--- src/rtl/i2c_pkg.sv ---
// Shared definitions for the I2C register target: FSM states, ACK levels, R/W bit.
// Latency: n/a (package only).
// Backpressure: n/a (package only).
package i2c_pkg;

  typedef enum logic [3:0] {
    IDLE,
    ADDR,
    ADDR_ACK,
    PTR,
    PTR_ACK,
    WDATA,
    WDATA_ACK,
    RDATA,
    RDATA_ACK,
    WAIT_STOP
  } i2c_state_e;

  localparam logic ACK  = 1'b0;
  localparam logic NACK = 1'b1;

  // Bit position of R/W in the address byte (1 = read).
  localparam int I2C_RW_READ = 0;

endpackage

--- src/rtl/i2c_in_filter.sv ---
// Conditions one asynchronous I2C pad input: 2-FF sync, FILT_N-sample glitch filter, edge pulses.
// Latency: 2 sync cycles + FILT_N filter cycles from pad change to o_lvl change.
// Backpressure: none; free-running per clock.
//
// Ports:
//   clk, rst_n   : system clock, async active-low reset (all stages reset to 1 = bus idle)
//   i_raw        : asynchronous pad level
//   o_lvl        : filtered level
//   o_rise/o_fall: one-cycle pulses when o_lvl goes 0->1 / 1->0
module i2c_in_filter #(
  parameter int FILT_N = 3
) (
  input  logic clk,
  input  logic rst_n,
  input  logic i_raw,
  output logic o_lvl,
  output logic o_rise,
  output logic o_fall
);

  localparam int CW = $clog2(FILT_N + 1);

  logic          r_sync0;
  logic          r_sync1;
  logic          r_filt;
  logic          r_prev;
  logic [CW-1:0] r_cnt;

  always_ff @(posedge clk or negedge rst_n) begin
    if (!rst_n) begin
      r_sync0 <= 1'b1;
      r_sync1 <= 1'b1;
      r_filt  <= 1'b1;
      r_prev  <= 1'b1;
      r_cnt   <= '0;
    end else begin
      r_sync0 <= i_raw;
      r_sync1 <= r_sync0;
      r_prev  <= r_filt;
      // The filtered level follows only after FILT_N consecutive samples
      // disagree with it; any agreeing sample restarts the count.
      if (r_sync1 != r_filt) begin
        if (r_cnt == CW'(FILT_N - 1)) begin
          r_filt <= r_sync1;
          r_cnt  <= '0;
        end else begin
          r_cnt <= r_cnt + 1'b1;
        end
      end else begin
        r_cnt <= '0;
      end
    end
  end

  assign o_lvl  = r_filt;
  assign o_rise = r_filt & ~r_prev;
  assign o_fall = ~r_filt & r_prev;

endmodule

--- src/rtl/i2c_target_regs.sv ---
// LM75-style I2C target: first written byte sets a pointer, further writes strobe out, reads fetch rd_data.
// Latency: SDA response on the filtered SCL fall (sync + filter delay); wr_stb on the filtered 8th SCL rise.
// Backpressure: none; no clock stretching, fabric must return rd_data combinationally.
//
// Ports:
//   clk, rst_n       : system clock (>= 8x SCL), async active-low reset
//   scl_i, sda_i     : asynchronous pad inputs
//   sda_oe           : 1 = pull SDA low
//   wr_stb/addr/data : one-cycle write strobe per accepted data byte
//   rd_addr, rd_data : current pointer and the register value at it
//   busy             : high from address match until STOP or master NACK
module i2c_target_regs
  import i2c_pkg::*;
#(
  parameter logic [6:0] I2C_ADDR = 7'h48,
  parameter int         PTR_W    = 3,
  parameter int         FILT_N   = 3
) (
  input  logic             clk,
  input  logic             rst_n,
  input  logic             scl_i,
  input  logic             sda_i,
  output logic             sda_oe,
  output logic             wr_stb,
  output logic [PTR_W-1:0] wr_addr,
  output logic [7:0]       wr_data,
  output logic [PTR_W-1:0] rd_addr,
  input  logic [7:0]       rd_data,
  output logic             busy
);

  logic w_scl;
  logic w_scl_rise;
  logic w_scl_fall;
  logic w_sda;
  logic w_sda_rise;
  logic w_sda_fall;

  i2c_in_filter #(.FILT_N(FILT_N)) u_scl_filt (
    .clk    (clk),
    .rst_n  (rst_n),
    .i_raw  (scl_i),
    .o_lvl  (w_scl),
    .o_rise (w_scl_rise),
    .o_fall (w_scl_fall)
  );

  i2c_in_filter #(.FILT_N(FILT_N)) u_sda_filt (
    .clk    (clk),
    .rst_n  (rst_n),
    .i_raw  (sda_i),
    .o_lvl  (w_sda),
    .o_rise (w_sda_rise),
    .o_fall (w_sda_fall)
  );

  logic w_start;
  logic w_stop;
  assign w_start = w_sda_fall & w_scl;
  assign w_stop  = w_sda_rise & w_scl;

  i2c_state_e       r_state,   w_state_nx;
  logic [3:0]       r_bitcnt,  w_bitcnt_nx;
  logic [6:0]       r_shift,   w_shift_nx;
  logic [7:0]       r_tx,      w_tx_nx;
  logic [PTR_W-1:0] r_ptr,     w_ptr_nx;
  logic             r_sda_oe,  w_oe_nx;
  logic             r_busy,    w_busy_nx;
  logic             r_rw,      w_rw_nx;
  logic             r_wr_stb,  w_stb_nx;
  logic [PTR_W-1:0] r_wr_addr, w_waddr_nx;
  logic [7:0]       r_wr_data, w_wdata_nx;

  // Byte as it stands once the bit on the current SCL rise is shifted in.
  logic [7:0] w_byte;
  assign w_byte = {r_shift, w_sda};

  always_ff @(posedge clk or negedge rst_n) begin
    if (!rst_n) begin
      r_state   <= IDLE;
      r_bitcnt  <= '0;
      r_shift   <= '0;
      r_tx      <= '0;
      r_ptr     <= '0;
      r_sda_oe  <= 1'b0;
      r_busy    <= 1'b0;
      r_rw      <= 1'b0;
      r_wr_stb  <= 1'b0;
      r_wr_addr <= '0;
      r_wr_data <= '0;
    end else begin
      r_state   <= w_state_nx;
      r_bitcnt  <= w_bitcnt_nx;
      r_shift   <= w_shift_nx;
      r_tx      <= w_tx_nx;
      r_ptr     <= w_ptr_nx;
      r_sda_oe  <= w_oe_nx;
      r_busy    <= w_busy_nx;
      r_rw      <= w_rw_nx;
      r_wr_stb  <= w_stb_nx;
      r_wr_addr <= w_waddr_nx;
      r_wr_data <= w_wdata_nx;
    end
  end

  always_comb begin
    w_state_nx  = r_state;
    w_bitcnt_nx = r_bitcnt;
    w_shift_nx  = r_shift;
    w_tx_nx     = r_tx;
    w_ptr_nx    = r_ptr;
    w_oe_nx     = r_sda_oe;
    w_busy_nx   = r_busy;
    w_rw_nx     = r_rw;
    w_stb_nx    = 1'b0;
    w_waddr_nx  = r_wr_addr;
    w_wdata_nx  = r_wr_data;

    // Post-strobe pointer advance is committed even if START/STOP follows.
    if (r_wr_stb) begin
      w_ptr_nx = r_ptr + 1'b1;
    end

    if (w_start) begin
      w_state_nx  = ADDR;
      w_bitcnt_nx = '0;
      w_oe_nx     = 1'b0;
    end else if (w_stop) begin
      w_state_nx  = IDLE;
      w_bitcnt_nx = '0;
      w_oe_nx     = 1'b0;
      w_busy_nx   = 1'b0;
    end else begin
      unique case (r_state)
        ADDR, PTR, WDATA: begin
          if (w_scl_rise) begin
            w_shift_nx  = w_byte[6:0];
            w_bitcnt_nx = r_bitcnt + 1'b1;
            if (r_bitcnt == 4'd7) begin
              w_bitcnt_nx = '0;
              if (r_state == ADDR) begin
                if (w_byte[7:1] == I2C_ADDR) begin
                  w_state_nx = ADDR_ACK;
                  w_busy_nx  = 1'b1;
                  w_rw_nx    = w_byte[I2C_RW_READ];
                end else begin
                  w_state_nx = WAIT_STOP;
                  w_busy_nx  = 1'b0;
                end
              end else if (r_state == PTR) begin
                w_ptr_nx   = w_byte[PTR_W-1:0];
                w_state_nx = PTR_ACK;
              end else begin
                w_stb_nx   = 1'b1;
                w_waddr_nx = r_ptr;
                w_wdata_nx = w_byte;
                w_state_nx = WDATA_ACK;
              end
            end
          end
        end

        // Our own sda_oe marks the ACK phase: first fall pulls SDA low,
        // the fall after the 9th clock releases it and moves on.
        ADDR_ACK, PTR_ACK, WDATA_ACK: begin
          if (w_scl_fall) begin
            if (!r_sda_oe) begin
              w_oe_nx = 1'b1;
            end else begin
              w_oe_nx     = 1'b0;
              w_bitcnt_nx = '0;
              if (r_state == ADDR_ACK && r_rw) begin
                w_tx_nx    = rd_data;
                w_oe_nx    = ~rd_data[7];
                w_ptr_nx   = r_ptr + 1'b1;
                w_state_nx = RDATA;
              end else if (r_state == ADDR_ACK) begin
                w_state_nx = PTR;
              end else begin
                w_state_nx = WDATA;
              end
            end
          end
        end

        // r_bitcnt counts master sampling rises; bit 7 is already on the line.
        RDATA: begin
          if (w_scl_rise) begin
            w_bitcnt_nx = r_bitcnt + 1'b1;
          end else if (w_scl_fall) begin
            if (r_bitcnt == 4'd8) begin
              w_oe_nx     = 1'b0;
              w_bitcnt_nx = '0;
              w_state_nx  = RDATA_ACK;
            end else begin
              w_oe_nx = ~r_tx[6];
              w_tx_nx = {r_tx[6:0], 1'b0};
            end
          end
        end

        // r_bitcnt = 1 records a master ACK awaiting the next fall.
        RDATA_ACK: begin
          if (w_scl_rise) begin
            if (w_sda == NACK) begin
              w_state_nx = WAIT_STOP;
              w_busy_nx  = 1'b0;
            end else begin
              w_bitcnt_nx = 4'd1;
            end
          end else if (w_scl_fall && r_bitcnt == 4'd1) begin
            w_tx_nx     = rd_data;
            w_oe_nx     = ~rd_data[7];
            w_ptr_nx    = r_ptr + 1'b1;
            w_bitcnt_nx = '0;
            w_state_nx  = RDATA;
          end
        end

        default: begin
          // IDLE and WAIT_STOP hold SDA released until START/STOP.
          w_oe_nx = 1'b0;
        end
      endcase
    end
  end

  assign sda_oe  = r_sda_oe;
  assign wr_stb  = r_wr_stb;
  assign wr_addr = r_wr_addr;
  assign wr_data = r_wr_data;
  assign rd_addr = r_ptr;
  assign busy    = r_busy;

endmodule

--- config.mk ---
export PLATFORM = sky130hd
export DESIGN_NAME = i2c_target_regs
export DESIGN_NICKNAME = d
export VERILOG_FILES = /design/src/rtl/i2c_pkg.sv /design/src/rtl/i2c_in_filter.sv /design/src/rtl/i2c_target_regs.sv
export SDC_FILE = /design/constraint.sdc
export NUM_CORES = 1
export LEC_CHECK = 0
export BUFFER_PORTS_ARGS = -buffer_cell sky130_fd_sc_hd__buf_2
export CELL_PAD_IN_SITES_DETAIL_PLACEMENT = 0
export CELL_PAD_IN_SITES_GLOBAL_PLACEMENT = 1
export CORE_UTILIZATION = 46
export CTS_CLUSTER_DIAMETER = 120
export CTS_CLUSTER_SIZE = 14
export DETAILED_ROUTE_END_ITERATION = 8
export GPL_TIMING_DRIVEN = 0
export PLACE_DENSITY = 0.75
export SETUP_SLACK_MARGIN = 0.05
export SKIP_LAST_GASP = 1
export SYNTH_ARGS = -nofsm -noshare
export SYNTH_HDL_FRONTEND = slang
export SYNTH_SLANG_ARGS = --single-unit
export TNS_END_PERCENT = 5
--- constraint.sdc ---
create_clock -name clk -period 3.1 [get_ports clk]
set_clock_uncertainty 0.2 [all_clocks]
set_input_delay 0.62 -clock clk [delete_from_list [all_inputs] [get_ports clk]]
set_output_delay 0.62 -clock clk [all_outputs]
set_load 0.02 [all_outputs]
==> summary.md, run 1 <==
| Metric | Value |
|---|---|
| Outcome | complete, no violations |
| Initial DRC Count | 253 |
| Via/cell ratio | 5.68 |
| Starting Density | 48.8% |
| Netlist cell types | 60 |
| GRT Util Overall | 20.2% |
| Fin nets | 309 |
| Number of global-route vias before repair | 1940 |
| Worst skew pair latency | 310 ps |
| CTS Buf Count | 5 |
| Slowest stage delay, CP | about 490 ps |
| Rows | 27 |
| CTS tree | done |
| Post-DRT Antenna Nets | 0 |
| Cells along the critical path | clkbuf_1 -> nor4b_1 -> nand4_1 -> a22oi_1 -> o2111ai_1 -> buf_2 -> nand2_1 -> o21ai_0 |
| Post-CTS setup buffer count | 0 |
| Period utilization | 89.8% |
| Root cell of the clock tree | clkbuf_8 |
| Leak Pwr | 0.00144 uW |
| Share of layout cells above drive strength 1 | 28.9% |
| Commonest non-fill, non-tap cell in the layout | dfrtp_1 |
| Asr flop ratio synth | 100% |
| First-pass GRT wire length | 9.72 mm |
| Max_slew headroom | around 22% |
| Vias | 2079 |
| Syn Inst Count | around 260 |
| Longest Clk Path Bufs | 2 |
| Final Hold Vio Count | 0 |
| CP Max Fanout | 10 |
| Power Density | around 870 mW/mm^2 |
| Setup TNS | 0 ps |
| FF-to-FF Start | r_state[3] |
| WP buf/inv | 2 |
| Sequential area share after synthesis | a little under half |
| IO Pins | 29 |
| CTS H-tree depth | 2 |
| Initial antenna violation count | 0 |
| Total power | between 2000 and 3000 uW |
| Largest net degree at the start of global routing | 53 |
| Die W | 79.4 um |
| CTS clk-pin slew, worst paths | approximately 100 ps |
| Synthesized cell area | around 0.0028 sq mm |
| Synth-to-Final Area Change | 11.6% |
| Min cycle time layout | 2780 ps |
| Post-Syn Area per Cell | 10.7 sq um |
| Critical setup path kind | register to register |
| Crit path max-delay family | simple AND/OR/NAND/NOR gates |
| RSZ-0062 raised after global routing | no |
| Syn nets | 274 |
| Final Max Slew Viols | 0 |
| CTS Hold Buffers Added | 0 |
| Hpwl dp | 4.18 mm |
| Crit path from | r_state[3] |
| Most used DFF post-synth | dfrtp_1 |
| Clock sinks | 52 |
| Die ar. | 0.00630 sq mm |
| Buffers on Ports | 28 |
| First-pass detailed-route iteration total | 4 |
| Fmax | 0.359 GHz |
| CP Data Arrival Time | 2760 ps |
| Die Y | 79.4 um |
| Synth warn | 0 |
| CP Launch Type | register |
| Final setup fails | 0 |
| Antenna diode count | 0 |
| DRC Markers | 0 |
| Number of synthesized flops with an enable pin | 0 |
| Post-DR wirelength/cell | 16.0 um |
| Grt total ovfl | 0 |
| Hold Crit Class | register to register |
| CP endpoint kind | register |
| Synthesized flop and latch total | 52 |
| CP max stage cell | nor4b_1 |
| Worst vdd ir | 0.487 mV |
| Measured slew at the worst slew-check pin | 1170 ps |
| Commonest non-fill, non-tap cells in the layout | 44 x dfrtp_1, 35 x buf_2, 24 x nand2_1, 20 x mux2_2, 15 x o21ai_0 |
| Post-cts sizing count | 0 |
| Total core area | 0.00564 sq mm |
| Drt total wl | 5.86 mm |
| Hold Startpoint | u_scl_filt.r_sync0 |
| Required time of the critical path | between 3000 and 4000 ps |
| Gpl congestion | about 0.89 |
| Max-cap violations | 0 |
## sequential cells by signal (all words and copies together) (netlist names), 2 cells and up
name,cells
wr_data,8
r_bitcnt,4
r_shift,7
u_sda_filt.r_cnt,2
r_tx,7
wr_addr,3
u_scl_filt.r_cnt,2
rd_addr,3
r_state,4
## cells in the mapped netlist, drive strengths merged, types with 2 or more instances
master,number,area [sq um]
xnor2,3,26.3
a31o,2,17.5
ha,4,50.1
mux2,21,240
a2111oi,3,51.3
nand3,3,15.0
a211oi,2,15.0
a22oi,3,22.5
o21ai,15,75.1
clkbuf,4,15.0
o2111ai,2,17.5
and2,2,12.5
or2,3,18.8
nand2,24,90.1
inv,8,30.0
nand4,3,18.8
buf,10,61.3
nand2b,8,57.6
nor4b,2,32.5
o221ai,3,26.3
nor3,9,45.0
mux2i,8,80.1
dfrtp,44,1100
a31oi,3,33.8
dfstp,8,210
o22ai,4,25.0
nor2b,5,31.3
xor2,3,26.3
nor4,2,12.5
o31ai,2,15.0
nor2,14,55.1
nand4b,2,17.5
a21oi,14,73.8
## power by group
part	switching, uW	total, uW	internal [uW]
Combinational	774	1290	514
Clock	241	402	161
Sequential	136	989	853
Total	1150	2680	1530
## worst register-to-register path, stage by stage (launching register included)
cell and delay, ps:
dfrtp_1 470, clkbuf_1 270, nor4b_1 490, nand4_1 180, a22oi_1 340, o2111ai_1 290
buf_2 270, nand2_1 70, o21ai_0 80
## metal layers
layer,vias up,part of all wire [%],routed length (um),GRT usage (%)
li1,1007,-,-,-
met1,1012,49,2870,29.4
met2,56,45,2660,30.4
met3,4,4.8,283,4.02
met4,0,0.77,45,5.45
met5,-,0,0,0
## per-stage QoR
step                      worst slack (ps)  cell area, sq um  util [%]  instances  hold WS [ps]
after floorplan                        637              2750         -        258           124
after global placement                 387              2980      52.9        358           146
after detailed placement               380              2980      52.9        358           149
after CTS                              360              3070      54.5        366           164
after global routing                   103              3070      54.5        366           170
final                                  315              3070      54.5        366           163
## final timing paths
check / endpoint / slack (ps) / cells past startpoint
max in group asynchronous: wr_data[6] / 1650 / 1
min reg2reg: u_scl_filt.r_sync1 / 160 / 0
max: r_tx[1] / 320 / 8
min: u_scl_filt.r_sync1 / 160 / 0
min in group asynchronous: r_bitcnt[2] / 340 / 1
max reg2reg: r_tx[1] / 320 / 8
## cells by family (layout without fill, tap and decap cells)
| group | count (synthesis) | in the layout | share of synthesized area (%) |
|---|---|---|---|
| and+or+nand+nor | 84 | 84 | 17.0 |
| AOI/OAI and AO/OA | 61 | 61 | 16.1 |
| DFF | 52 | 52 | 47.6 |
| muxes | 29 | 29 | 11.6 |
| buffers and inverters | 22 | 58 | 3.86 |
| xor gates and xnor gates | 6 | 6 | 1.91 |
| adders and majority gates | 4 | 4 | 1.82 |
## area by class of cell
cell class	instances	area, sq um
multi-input combinational	184	1340
tap	72	90.1
buffer	14	76.3
clock buffer	5	68.8
fill	506	2570
inverter	8	30.0
clock inverter	3	21.3
timing repair buffer	28	140
sequential	52	1310
Power figures use the tool's default switching activity.
==> run 2, diff against run 1 <==
CORE_MARGIN = 4   (was default)
==> run 2 against run 1 <==
  * Hold slack barely moved
  * Clock-buffer cell count unchanged
  * Via count down 1.2%
  * Cell area is 0.16% higher
  * Combinational power about the same
  * Critical path type unchanged
  * Highest routed layer unchanged
==> summary.md, run 2 (same netlist as run 1, synthesis figures left out) <==
| Metric | Value |
|---|---|
| Share of layout cells above drive strength 1 | 28.9% (unchanged) |
| Antenna diode count | 0 (unchanged) |
| Fin cells | 366 (unchanged) |
| R2R Path End | r_tx[2] (was r_tx[1]) |
| Post-CTS setup buffer count | 0 (unchanged) |
| CP Launch Type | register (unchanged) |
| Fmax | 0.361 GHz (was 0.359 GHz) |
| Via/cell ratio | 5.61 (was 5.68) |
| Cells along the critical path | clkbuf_1 -> nor4b_1 -> nand4_1 -> a22oi_1 -> o2111ai_1 -> buf_2 -> nand2_1 -> o21ai_0 (unchanged) |
| Final Instance Area | 0.00308 sq mm (was 0.00307 sq mm) |
| Min cycle time layout | 2770 ps (was 2780 ps) |
| WHS Path Cells | 0 (unchanged) |
| Vias | 2054 (was 2079) |
| Die W | 85.4 um (was 79.4 um) |
| Worst vdd ir | 0.406 mV (was 0.487 mV) |
| Hpwl dp | 4.27 mm (was 4.18 mm) |
| Worst Reg-to-Reg Cells | 8 (unchanged) |
| CTS Hold Buffers Added | 0 (unchanged) |
| Post-DRT Antenna Nets | 0 (unchanged) |
| Synth-to-Final Area Change | 11.8% (was 11.6%) |
| Max reg flops | 8 (unchanged) |
| Logic pwr share | 47.6% (was 48.1%) |
| Post-cts sizing count | 0 (unchanged) |
| Final Hold Vio Count | 0 (unchanged) |
| Leak Pwr | 0.00144 uW (about the same) |
| Outcome | complete, no violations (unchanged) |
| Largest net degree at the start of global routing | 53 (unchanged) |
| RSZ-0062 raised after global routing | no (unchanged) |
| Commonest non-fill, non-tap cells in the layout | 44 x dfrtp_1, 35 x buf_2, 24 x nand2_1, 20 x mux2_2, 15 x o21ai_0 (unchanged) |
| Rows | 27 (unchanged) |
| Grt total ovfl | 0 (unchanged) |
| Root cell of the clock tree | clkbuf_8 (unchanged) |
| Power Density | 870 mW/mm^2 (was 872 mW/mm^2) |
| Fin nets | 309 (unchanged) |
| Required time of the critical path | 3080 ps (about the same) |
| Max_slew headroom | 23.0% (was 22.2%) |
| CP Data Arrival Time | 2750 ps (was 2760 ps) |
| Final core utilization | 54.6% (was 54.5%) |
| Post-DR wirelength/cell | 16.1 um (was 16.0 um) |
| Die ar. | 0.00729 sq mm (was 0.00630 sq mm) |
| Clock sinks | 52 (unchanged) |
| Drt total wl | 5.88 mm (was 5.86 mm) |
| Period utilization | 89.5% (was 89.8%) |
| IO Pins | 29 (unchanged) |
| Worst skew pair latency | 310 ps (about the same) |
| CTS tree | done (unchanged) |
| Sw frac | 42.8% (was 42.9%) |
| Hold Startpoint | u_scl_filt.r_sync0 (unchanged) |
| Measured slew at the worst slew-check pin | 1150 ps (was 1170 ps) |
| Setup TNS | 0 ps (unchanged) |
| Int Power | 1530 uW (about the same) |
| Max-cap violations | 0 (unchanged) |
| R2r setup slk | 330 ps (was 320 ps) |
| CTS H-tree depth | 2 (unchanged) |
| Final Max Slew Viols | 0 (unchanged) |
| Longest Clk Path Bufs | 2 (unchanged) |
| Worst Hold Endpoint | u_scl_filt.r_sync1 (unchanged) |
| Critical setup path kind | register to register (unchanged) |
| CP endpoint kind | register (unchanged) |
| CTS Buf Count | 5 (unchanged) |
| Gpl congestion | 0.833 (was 0.891) |
| CP Max Fanout | 10 (unchanged) |
| Flop pwr share | 37.1% (was 36.9%) |
| GRT Util Overall | 17.6% (was 20.2%) |
| Slowest stage delay, CP | 490 ps (about the same) |
| Psw | 1150 uW (about the same) |
| Commonest non-fill, non-tap cell in the layout | dfrtp_1 (unchanged) |
| CP max stage cell | nor4b_1 (unchanged) |
| Die Y | 85.4 um (was 79.4 um) |
| WP buf/inv | 2 (unchanged) |
| Initial DRC Count | 201 (was 253) |
| Starting Density | 48.8% (unchanged) |
| Cell count after placement | 358 (unchanged) |
| Buffers on Ports | 28 (unchanged) |
| Total core area | 0.00564 sq mm (unchanged) |
| DRC Markers | 0 (unchanged) |
| Placed cell area | 0.00298 sq mm (unchanged) |
| FF-to-FF Start | r_state[3] (unchanged) |
| Number of global-route vias before repair | 2044 (was 1940) |
| Initial antenna violation count | 0 (unchanged) |
| First-pass GRT wire length | 10.2 mm (was 9.72 mm) |
| Crit path max-delay family | simple AND/OR/NAND/NOR gates (unchanged) |
| CTS clk-pin slew, worst paths | 100 ps (about the same) |
| First-pass detailed-route iteration total | 4 (unchanged) |
| Hold Crit Class | register to register (unchanged) |
| Clk network pwr share | 15.2% (was 15.0%) |
| Final setup fails | 0 (unchanged) |
==> run 2: worst reg2reg max path: cells and delay by family, from the launching register on <==
kind	cells	cell delay (ps)
compound gates	3	710
buf+inv	2	550
simple gates	3	740
flops	1	470
==> run 2: power by group through the flow <==
| stage | clock network [uW] | registers [uW] | logic, uW |
|---|---|---|---|
| global route | 460 | 1020 | 1430 |
| CTS | 428 | 995 | 1280 |
| finish | 408 | 994 | 1280 |
| global placement | 0 | 1000 | 1260 |
| floorplan | 0 | 978 | 995 |
| detailed placement | 0 | 1010 | 1280 |
==> run 2: layer usage <==
metal	up-vias	GRT usage, %	part of all wire (%)
met3	6	3.20	3.8
met2	40	27.4	46
met4	0	4.32	1.0
li1	1011	-	-
met1	997	25.4	49
met5	-	0	0
==> run 2: final cells by class <==
| type | count | area, sq um |
|---|---|---|
| Fill cell | 527 | 2560 |
| Multi-Input combinational cell | 184 | 1340 |
| Sequential cell | 52 | 1310 |
| Timing Repair Buffer | 28 | 140 |
| Tap cell | 72 | 90.1 |
| Buffer | 14 | 76.3 |
| Clock buffer | 5 | 68.8 |
| Inverter | 8 | 30.0 |
| Clock inverter | 3 | 26.3 |
==> run 2: worst max-delay path by stage <==
stage | start | end | slack (ps) | cells after the start
floorplan | u_scl_filt.o_lvl | r_state[2] | 640 | 9
global placement | r_state[3] | r_tx[0] | 370 | 8
detailed placement | r_state[3] | r_tx[2] | 380 | 8
CTS | r_state[3] | r_tx[2] | 350 | 8
global route | r_state[3] | r_tx[2] | 110 | 8
finish | r_state[3] | r_tx[2] | 330 | 8
==> run 2: metrics by stage <==
stage | total power [uW] | setup slack [ps] | hold WS (ps)
5_1_grt | 2910 | 111 | 168
2_1_floorplan | 1970 | 637 | 124
4_1_cts | 2710 | 345 | 165
6_report | 2680 | 327 | 163
3_3_place_gp | 2260 | 370 | 146
3_5_place_dp | 2290 | 376 | 149
